--- config.mk ---
export PLATFORM = sky130hd
export DESIGN_NAME = mul_div_unit
export DESIGN_NICKNAME = d
export VERILOG_FILES = /design/src/rtl/mul_div_unit.sv
export SDC_FILE = /design/constraint.sdc
export NUM_CORES = 1
export LEC_CHECK = 0
export BUFFER_PORTS_ARGS = -buffer_cell sky130_fd_sc_hd__buf_2
export CAP_MARGIN = 0
export CORE_MARGIN = 8
export CORE_UTILIZATION = 30
export DETAILED_ROUTE_END_ITERATION = 10
export GPL_TIMING_DRIVEN = 0
export HOLD_SLACK_MARGIN = 0.02
export MAX_ROUTING_LAYER = met4
export PLACE_DENSITY = 0.51
export SLEW_MARGIN = 20
export SYNTH_ARGS = -nofsm -noshare
export SYNTH_HDL_FRONTEND = slang
export SYNTH_SLANG_ARGS = --single-unit
--- constraint.sdc ---
create_clock -name clk -period 4.44 [get_ports clk]
set_input_delay 0.222 -clock clk [delete_from_list [all_inputs] [get_ports clk]]
set_output_delay 0.222 -clock clk [all_outputs]
set_load 0.03 [all_outputs]
--- src/rtl/mul_div_unit.sv ---
`default_nettype none
// ============================================================================
//  Module   : mul_div_unit
//  Purpose  : Iterative MIPS HI/LO multiply/divide unit. Executes
//             MULT/MULTU/DIV/DIVU with a radix-2 shift-add multiplier and a
//             restoring shift-subtract divider, plus single-cycle MTHI/MTLO.
//             Holds architectural HI/LO.
//  Ports    : clk            rising-edge clock
//             rst_n          asynchronous active-low reset
//             start_i        request, sampled only while busy_o=0
//             op_i[2:0]      000 MULT 001 MULTU 010 DIV 011 DIVU 100 MTHI 101 MTLO
//             a_i[XLEN-1:0]  rs operand (multiplicand / dividend / MTxx source)
//             b_i[XLEN-1:0]  rt operand (multiplier / divisor)
//             busy_o         operation in flight, start ignored
//             done_o         one-cycle pulse, hi_o/lo_o hold the new result
//             div_by_zero_o  valid with done_o, DIV/DIVU had b==0
//             hi_o, lo_o     HI / LO registers
//  Config   : MULDIV_FAST_MULT_EN - single-cycle combinational multiply,
//             MULT/MULTU skip the iterative phase.
//  Revision : 1.0 - initial release
// ============================================================================
module mul_div_unit #(
    parameter int XLEN = 32
) (
    input  logic            clk,
    input  logic            rst_n,
    input  logic            start_i,
    input  logic [2:0]      op_i,
    input  logic [XLEN-1:0] a_i,
    input  logic [XLEN-1:0] b_i,
    output logic            busy_o,
    output logic            done_o,
    output logic            div_by_zero_o,
    output logic [XLEN-1:0] hi_o,
    output logic [XLEN-1:0] lo_o
);

    localparam int CW = $clog2(XLEN + 1);

    localparam logic [2:0] C_OP_MULT  = 3'b000;
    localparam logic [2:0] C_OP_MULTU = 3'b001;
    localparam logic [2:0] C_OP_DIV   = 3'b010;
    localparam logic [2:0] C_OP_DIVU  = 3'b011;
    localparam logic [2:0] C_OP_MTHI  = 3'b100;
    localparam logic [2:0] C_OP_MTLO  = 3'b101;

    typedef enum logic [1:0] {
        S_IDLE  = 2'd0,
        S_CALC  = 2'd1,
        S_FIXUP = 2'd2
    } state_t;

    state_t              state_q, state_d;
    logic                busy_q, busy_d;
    logic                done_q, done_d;
    logic                dbz_q, dbz_d;
    logic                mt_pend_q, mt_pend_d;   // MTHI/MTLO done pulse owed
    logic                is_div_q, is_div_d;
    logic                neg_q, neg_d;           // negate product / quotient
    logic                rneg_q, rneg_d;         // negate remainder
    logic                zero_q, zero_d;         // divide-by-zero in flight
    logic [XLEN-1:0]     hi_q, hi_d;
    logic [XLEN-1:0]     lo_q, lo_d;
    logic [XLEN-1:0]     opb_q, opb_d;           // multiplicand or divisor magnitude
    logic [2*XLEN-1:0]   acc_q, acc_d;           // {upper,lower} or {rem,quo}
    logic [CW-1:0]       cnt_q, cnt_d;

    // Operand magnitudes; op_i[0]=0 selects the signed variants
    logic                w_signed, w_a_neg, w_b_neg;
    logic [XLEN-1:0]     w_a_abs, w_b_abs;

    assign w_signed = ~op_i[0];
    assign w_a_neg  = w_signed & a_i[XLEN-1];
    assign w_b_neg  = w_signed & b_i[XLEN-1];
    assign w_a_abs  = w_a_neg ? -a_i : a_i;
    assign w_b_abs  = w_b_neg ? -b_i : b_i;

    // Shift-add step: conditionally add multiplicand to upper half, then
    // shift the whole {carry, upper, lower} right by one.
    logic [XLEN:0]       w_mul_sum;
    logic [2*XLEN-1:0]   w_mul_next;

    assign w_mul_sum  = {1'b0, acc_q[2*XLEN-1:XLEN]} + (acc_q[0] ? {1'b0, opb_q} : {(XLEN+1){1'b0}});
    assign w_mul_next = {w_mul_sum, acc_q[XLEN-1:1]};

    // Restoring divide step: remainder < divisor is invariant, so the shifted
    // partial remainder fits in XLEN+1 bits and the difference in XLEN bits.
    logic [XLEN:0]       w_div_shift;
    logic [XLEN-1:0]     w_div_diff;
    logic                w_div_ge;
    logic [2*XLEN-1:0]   w_div_next;

    assign w_div_shift = acc_q[2*XLEN-1:XLEN-1];
    assign w_div_diff  = w_div_shift[XLEN-1:0] - opb_q;
    assign w_div_ge    = (w_div_shift >= {1'b0, opb_q});
    assign w_div_next  = w_div_ge ? {w_div_diff, acc_q[XLEN-2:0], 1'b1}
                                  : {w_div_shift[XLEN-1:0], acc_q[XLEN-2:0], 1'b0};

    // Sign correction applied in FIXUP
    logic [2*XLEN-1:0]   w_prod_fix;
    logic [XLEN-1:0]     w_quo_fix, w_rem_fix;

    assign w_prod_fix = neg_q  ? -acc_q : acc_q;
    assign w_quo_fix  = neg_q  ? -acc_q[XLEN-1:0]      : acc_q[XLEN-1:0];
    assign w_rem_fix  = rneg_q ? -acc_q[2*XLEN-1:XLEN] : acc_q[2*XLEN-1:XLEN];

`ifdef MULDIV_FAST_MULT_EN
    logic [2*XLEN-1:0]   w_fast_prod;
    assign w_fast_prod = {{XLEN{1'b0}}, w_a_abs} * {{XLEN{1'b0}}, w_b_abs};
`endif

    always_comb begin
        state_d   = state_q;
        busy_d    = busy_q;
        done_d    = mt_pend_q;
        dbz_d     = 1'b0;
        mt_pend_d = 1'b0;
        is_div_d  = is_div_q;
        neg_d     = neg_q;
        rneg_d    = rneg_q;
        zero_d    = zero_q;
        hi_d      = hi_q;
        lo_d      = lo_q;
        opb_d     = opb_q;
        acc_d     = acc_q;
        cnt_d     = cnt_q;

        case (state_q)
            S_IDLE: begin
                if (start_i) begin
                    case (op_i)
                        C_OP_MULT, C_OP_MULTU: begin
                            busy_d   = 1'b1;
                            is_div_d = 1'b0;
                            neg_d    = w_a_neg ^ w_b_neg;
                            rneg_d   = 1'b0;
                            zero_d   = 1'b0;
`ifdef MULDIV_FAST_MULT_EN
                            acc_d    = w_fast_prod;
                            state_d  = S_FIXUP;
`else
                            acc_d    = {{XLEN{1'b0}}, w_b_abs};
                            opb_d    = w_a_abs;
                            cnt_d    = CW'(XLEN);
                            state_d  = S_CALC;
`endif
                        end
                        C_OP_DIV, C_OP_DIVU: begin
                            busy_d = 1'b1;
                            if (b_i == {XLEN{1'b0}}) begin
                                // Reuse the product write-back path: hi=a, lo=all ones
                                acc_d    = {a_i, {XLEN{1'b1}}};
                                is_div_d = 1'b0;
                                neg_d    = 1'b0;
                                rneg_d   = 1'b0;
                                zero_d   = 1'b1;
                                state_d  = S_FIXUP;
                            end else begin
                                acc_d    = {{XLEN{1'b0}}, w_a_abs};
                                opb_d    = w_b_abs;
                                is_div_d = 1'b1;
                                neg_d    = w_a_neg ^ w_b_neg;
                                rneg_d   = w_a_neg;
                                zero_d   = 1'b0;
                                cnt_d    = CW'(XLEN);
                                state_d  = S_CALC;
                            end
                        end
                        C_OP_MTHI: begin
                            hi_d      = a_i;
                            mt_pend_d = 1'b1;
                        end
                        C_OP_MTLO: begin
                            lo_d      = a_i;
                            mt_pend_d = 1'b1;
                        end
                        default: ;
                    endcase
                end
            end
            S_CALC: begin
                acc_d = is_div_q ? w_div_next : w_mul_next;
                cnt_d = cnt_q - CW'(1);
                if (cnt_q == CW'(1)) begin
                    state_d = S_FIXUP;
                end
            end
            S_FIXUP: begin
                if (is_div_q) begin
                    hi_d = w_rem_fix;
                    lo_d = w_quo_fix;
                end else begin
                    hi_d = w_prod_fix[2*XLEN-1:XLEN];
                    lo_d = w_prod_fix[XLEN-1:0];
                end
                done_d  = 1'b1;
                dbz_d   = zero_q;
                busy_d  = 1'b0;
                state_d = S_IDLE;
            end
            default: begin
                state_d = S_IDLE;
                busy_d  = 1'b0;
            end
        endcase
    end

    always_ff @(posedge clk or negedge rst_n) begin
        if (!rst_n) begin
            state_q   <= S_IDLE;
            busy_q    <= 1'b0;
            done_q    <= 1'b0;
            dbz_q     <= 1'b0;
            mt_pend_q <= 1'b0;
            is_div_q  <= 1'b0;
            neg_q     <= 1'b0;
            rneg_q    <= 1'b0;
            zero_q    <= 1'b0;
            hi_q      <= {XLEN{1'b0}};
            lo_q      <= {XLEN{1'b0}};
            opb_q     <= {XLEN{1'b0}};
            acc_q     <= {(2*XLEN){1'b0}};
            cnt_q     <= {CW{1'b0}};
        end else begin
            state_q   <= state_d;
            busy_q    <= busy_d;
            done_q    <= done_d;
            dbz_q     <= dbz_d;
            mt_pend_q <= mt_pend_d;
            is_div_q  <= is_div_d;
            neg_q     <= neg_d;
            rneg_q    <= rneg_d;
            zero_q    <= zero_d;
            hi_q      <= hi_d;
            lo_q      <= lo_d;
            opb_q     <= opb_d;
            acc_q     <= acc_d;
            cnt_q     <= cnt_d;
        end
    end

    assign busy_o        = busy_q;
    assign done_o        = done_q;
    assign div_by_zero_o = dbz_q;
    assign hi_o          = hi_q;
    assign lo_o          = lo_q;

endmodule
`default_nettype wire

==> impl_metrics.env, run 1 <==
export IMPL_min_from="b_i[0]"
export IMPL_cp_cell_sequence="ha_1, nand4_1, o21bai_1, a31oi_1, o31ai_1, a21oi_2, o21a_2, clkbuf_4, mux2_2, a221oi_1, nand2_1"
export IMPL_leakage_uw=0.00753
export IMPL_vdd_ir_drop_max_v=0.000380
export IMPL_drt_iter0_drc=1585
export IMPL_cts_tree="yes"
export IMPL_dpl_instance_area_mm2=0.0172
export IMPL_rsz0062_at_grt="no"
export IMPL_synth_top_cell_by_area="dfrtp_1"
export IMPL_ant_nets=0
export IMPL_cts_sinks=176
export IMPL_layout_drive_gt1_share_pct=10.9
export IMPL_grt_overflow_total=0
export IMPL_yosysWarnings=0
export IMPL_cts_buffers=17
export IMPL_max_stage_delay_ps=530
export IMPL_dieArea_mm2=0.0598
export IMPL_netlist_area_mm2=0.0157
export IMPL_ys_top_cells_by_area="dfrtp_1 28%, o21ai_0 6.1%, xnor2_1 5.9%"
export IMPL_die_w_um=244
export IMPL_ys_ff_latch=176
export IMPL_worst_path_buf_inv=1
export IMPL_async_flop_share_pct=100
export IMPL_finalCritPeriodShare_pct=96.1
export IMPL_syn_nets=2165
export IMPL_wirelength_mm=73.7
export IMPL_grt_use_total_pct=24.6
export IMPL_clk_pin_slew_worst_paths_ps=80
export IMPL_fin_area_mm2=0.0178
export IMPL_io_pins=137
export IMPL_hpwl_mm=57.7
export IMPL_finalSetupViolations=0
export IMPL_cp_end_kind="register"
export IMPL_viasPerCell=5.79
export IMPL_grt_pass1_vias=15800
export IMPL_power_per_cell_area_mw_per_mm2=905
export IMPL_synthTopCellsByCount="220 x nand2_1, 216 x nor2_1, 192 x o21ai_0"
export IMPL_drt_pass1_iterations=6
export IMPL_tightest_slew_ps=1090
export IMPL_crit_arrival_ps=4610
export IMPL_finalWorstSetupSlack_ps=175
export IMPL_crit_path_top_delay_cell="dfrtp_1"
export IMPL_required_ps=4780
export IMPL_synth_ff_type="dfrtp_1"
export IMPL_finalClockSkew_ps=17.3
export IMPL_synth_top_cell_area_share_pct=28.1
export IMPL_gp_congestion=0.986
export IMPL_core_mm2=0.0515
export IMPL_post_place_ws_ps=-316
export IMPL_status="completed"
export IMPL_whs_ps=151
export IMPL_clk_latency_ps=480
export IMPL_critPathKind="reg -> reg"
export IMPL_max_slew_margin_pct=27.3
export IMPL_ys_seq_area_share_pct=28.1
export IMPL_syn_to_final_growth_pct=13.9
export IMPL_cp_max_fo=10
export IMPL_grt_pass1_wl_mm=108
export IMPL_crit_start="acc_q[38]"
export IMPL_synthCells=2023
export IMPL_cp_start_kind="register"
export IMPL_final_net_count=2318
export IMPL_hold_class="in -> reg"
export IMPL_cap_viol_max_count=0
export IMPL_clockBufferDepth=2
export IMPL_fin_crit_ps=4270
export IMPL_reg2reg_from="acc_q[38]"
export IMPL_synth_most_common_cell="nand2_1"
export IMPL_wire_per_inst_um=25.7
export IMPL_fill_cells=5527
export IMPL_synth_cell_type_count=73
export IMPL_crit_family="compound AO/OA/AOI/OAI gates"
export IMPL_placementRows=83
export IMPL_portBuffers=131
export IMPL_synth_area_per_cell_um2=7.74
export IMPL_synth_edf_count=0
export IMPL_cts_root_buffer_cell="clkbuf_16"
export IMPL_start_util_pct=30.4
export IMPL_slew_viol_final=0
export IMPL_h_tree_depth=4
export IMPL_antenna_found_initial=2
export IMPL_postCtsSetupBuffers=0
export IMPL_fp_dieH_um=244
export IMPL_drc=0
export IMPL_grt_max_degree=81
export IMPL_via_count=16600
export IMPL_fmax_ghz=0.234
export IMPL_hold_viol_final=0
-- final timing paths --
kind / endpoint / slack [ps] / cells after the start
worst max-delay path: acc_q[56] / 170 / 11
worst max register to register: acc_q[56] / 170 / 11
min in group asynchronous: acc_q[50] / 190 / 2
worst min register to register: opb_q[31] / 490 / 2
worst min-delay path: opb_q[0] / 150 / 3
max in group asynchronous: acc_q[36] / 3100 / 4
-- routing by layer --
metal | vias up | track usage (%) | share of wire [%]
li1 | 7584 | - | -
met1 | 8146 | 32.5 | 43
met2 | 771 | 37.3 | 44
met3 | 109 | 4.32 | 8.6
met4 | 0 | 8.85 | 3.9
met5 | - | - | 0
-- worst reg2reg max path, delay by kind of cell (launching register included) --
family                   cells  cell delay (ps)
AND/OR/NAND/NOR              2              390
AO/OA/AOI/OAI                6             2020
flip-flops                   1              530
multiplexers                 1              370
buffers and inverters        1              360
adder cells (fa/ha/maj)      1              460
-- power by group --
group          internal, uW  switching, uW
clock                   805            719
sequential             2380           1030
combinational          4010           7200
total                  7190           8950
-- flip-flops by register name (all words and copies together) (netlist names), 2 cells and up --
signal / cells
acc_q: 64
hi_o: 32
lo_o: 32
opb_q: 32
cnt_q: 6
state_q: 2
-- cell type report --
class | count | area [um2] | area share [%]
sequential | 176 | 4400 | 24.7
inverter | 66 | 248 | 1.39
clock inverter | 10 | 105 | 0.589
antenna | 1 | 2.50 | 0.0140
multi-input combinational | 1653 | 10500 | 59.0
buffer | 127 | 510 | 2.86
tap | 680 | 851 | 4.77
clock buffer | 20 | 457 | 2.56
timing repair buffer | 135 | 738 | 4.14
-- layout by cell type, fill, tap and decap left out, drive strengths merged, types with 18 or more instances in the layout --
master / n
a21oi: 182
nor3: 40
a31oi: 31
nand3: 25
o31ai: 18
ha: 70
or3: 26
mux2i: 67
a211oi: 43
xor2: 63
nor2b: 38
xnor2: 105
o211ai: 20
nand2: 220
buf: 153
clkbuf: 127
o21ai: 196
a21o: 28
dfrtp: 176
inv: 69
or4: 19
mux2: 24
nor2: 216
-- cell families (layout without fill, tap and decap cells) --
logic type	after synthesis	in the layout	synth area share [%]
AND/OR/NAND/NOR	678	678	20.3
other	0	1	0
multiplexers	91	91	6.01
adder cells (fa/ha/maj)	72	72	5.85
AO/OA/AOI/OAI	644	644	25.5
buffers and inverters	194	358	4.83
XOR/XNOR	168	168	9.40
flip-flops	176	176	28.1
-- through the flow --
step           setup TNS (ps)  total power [uW]  util, %  instances
2_1_floorplan               0             10700        -       2023
3_3_place_gp            -9020             14300     33.3       2834
3_5_place_dp            -3010             14400     33.5       2837
4_1_cts                     0             15900     34.6       2867
5_1_grt                     0             17200     34.6       2868
6_report                    0             16100     34.6       2868
-- repair_timing --
| item | in CTS | in global routing |
|---|---|---|
| resized for setup | 4 | 9 |
| endpoints found under the hold margin | 96 | 0 |
| hold buffers | 1 | 0 |
| setup endpoints to repair | 26 | 19 |
(Power assumes the default switching activity.)
==> run 2: changes to the inputs <==
Settings changed: PLACE_DENSITY 0.51 to 0.52.
Clock period 4.44 ns to 3.8 ns, I/O delays scaled along.
==> run 2 against run 1 <==
Die area stayed put. Fmax increased by 16%. Worst setup slack worse by 40 ps. Largest power group unchanged. Final cell count is 0.35% higher. Critical path type unchanged. Sequential power rose by 17%. Hold slack worse by 55 ps. Design area rose by 1.2%. Global-route usage about the same. Count of clock-buffer cells in the layout fell by 2. First-iteration DRC count up 9.5%. Highest routed layer unchanged.
==> impl_metrics.env, run 2 (same netlist as run 1, synthesis figures left out) <==
export IMPL_leakage_uw=0.00759
export IMPL_hold_class="in -> reg"
export IMPL_cts_root_buffer_cell="clkbuf_16"
export IMPL_vdd_ir_drop_max_v=0.000476
export IMPL_wirelength_mm=73.7
export IMPL_status="completed"
export IMPL_finalCritPeriodShare_pct=96.4
export IMPL_largest_reg_flops=64
export IMPL_dp_cells=2837
export IMPL_cp_max_fo=10
export IMPL_cts_buffers=17
export IMPL_core_mm2=0.0515
export IMPL_finalClockSkew_ps=23.8
export IMPL_grt_pass1_vias=15800
export IMPL_dieArea_mm2=0.0598
export IMPL_gr_max_usage_layer="met2"
export IMPL_portBuffers=131
export IMPL_use_met3_pct=4.31
export IMPL_syn_to_final_growth_pct=15.3
export IMPL_drt_pass1_iterations=7
export IMPL_grt_max_degree=92
export IMPL_drc=0
export IMPL_critPathKind="reg -> reg"
export IMPL_layout_commonest_cell="nand2_1"
export IMPL_cts_sinks=176
export IMPL_viasPerCell=5.77
export IMPL_ant_nets=0
export IMPL_power_uw=19300
export IMPL_required_ps=4200
export IMPL_hpwl_mm=57.4
export IMPL_clk_pin_slew_worst_paths_ps=70
export IMPL_power_per_cell_area_mw_per_mm2=1070
export IMPL_use_met2_pct=36.6
export IMPL_cts_tree="yes"
export IMPL_cp_end_kind="register"
export IMPL_hold_viol_final=0
export IMPL_grt_use_total_pct=24.5
export IMPL_layout_common_cells="220 x nand2_1, 215 x nor2_1, 190 x o21ai_0, 181 x a21oi_1, 170 x dfrtp_1"
export IMPL_via_count=16600
export IMPL_clk_latency_ps=490
export IMPL_finalSetupViolations=0
export IMPL_crit_arrival_ps=4070
export IMPL_gp_congestion=0.981
export IMPL_tightest_slew_ps=1190
export IMPL_io_pins=137
export IMPL_final_cells=2878
export IMPL_drt_iter0_drc=1735
export IMPL_wire_per_inst_um=25.6
export IMPL_h_tree_depth=4
export IMPL_fmax_ghz=0.273
export IMPL_grt_pass1_wl_mm=107
export IMPL_use_met1_pct=32.0
export IMPL_regMostFlops="acc_q"
export IMPL_grt_overflow_total=0
export IMPL_layout_drive_gt1_share_pct=12.6
export IMPL_slew_viol_final=0
export IMPL_placementRows=83
export IMPL_cp_start_kind="register"
export IMPL_max_slew_margin_pct=20.1
export IMPL_rsz0062_at_grt="no"
export IMPL_antenna_found_initial=2
export IMPL_fin_crit_ps=3660
export IMPL_cap_viol_max_count=0
export IMPL_die_w_um=244
export IMPL_final_net_count=2324
export IMPL_clockBufferDepth=2
export IMPL_r2r_setup_slack_ps=140
export IMPL_fp_dieH_um=244
export IMPL_start_util_pct=30.4
## run 2: changes by cell type in the layout (fill, tap and decap cells not counted), sizes merged
cell    delta
inv        +5
clkbuf     -6
clkinv     -1
buf       +10
diode      +2
## run 2: path summary, 6_finish.rpt
| check | endpoint | cells past startpoint | from |
|---|---|---|---|
| setup / recovery | acc_q[63] | 13 | acc_q[0] |
| hold / removal | opb_q[0] | 3 | b_i[0] |
| setup reg to reg | acc_q[63] | 13 | acc_q[0] |
| hold reg to reg | opb_q[6] | 2 | opb_q[6] |
| max in group asynchronous | hi_o[26] | 4 | rst_n |
| min in group asynchronous | cnt_q[2] | 3 | rst_n |
## run 2: report_power, final
group          internal, uW  switching, uW  total [uW]
Sequential             2780           1200        3980
Clock                   925            888        1810
Combinational          4880           8590       13500
## run 2: critical path, stage by stage, from the launching register on
cell	delay, ps
dfrtp_2	430
inv_4	90
clkbuf_2	240
nor2_1	80
ha_1	370
o211ai_1	140
o211a_1	270
o41a_1	480
o31ai_1	410
o21ai_0	190
a21boi_1	300
a311oi_1	150
o22ai_1	290
a31o_2	160
## run 2: metal layers
| layer | up-vias | wire length [um] |
|---|---|---|
| met3 | 146 | 6240 |
| met5 | - | 0 |
| met4 | 0 | 3700 |
| met1 | 8099 | 31400 |
| li1 | 7605 | - |
| met2 | 746 | 32400 |
## run 2: layout make-up
class | count | area (um2)
fill | 5575 | 33500
sequential | 176 | 4410
clock inverter | 14 | 143
tap | 680 | 851
buffer | 124 | 526
multi-input combinational | 1653 | 10600
clock buffer | 18 | 429
inverter | 66 | 250
antenna | 3 | 7.51
timing repair buffer | 144 | 806
## run 2: metrics by stage
step | worst slack [ps] | TNS (ps) | hold slack [ps] | util (%) | instance area, um2
after floorplan | 147 | 0 | -106 | - | 15700
after global placement | -1240 | -132190 | 469 | 33.3 | 17200
after detailed placement | -1190 | -33670 | 236 | 33.5 | 17200
after CTS | -6.69 | -8.17 | 83.4 | 34.9 | 18000
after global routing | 16.8 | 0 | 132 | 35.0 | 18000
final | 135 | 0 | 95.9 | 35.0 | 18100
## run 2: timing repair
item / CTS / global route
resized for setup: 25 / 25
pin swaps: 5 / 5
hold endpoints to repair: 85 / 0
hold buffers: 1 / 0
buffers inserted: 7 / 2
endpoints found under the setup margin: 52 / 37
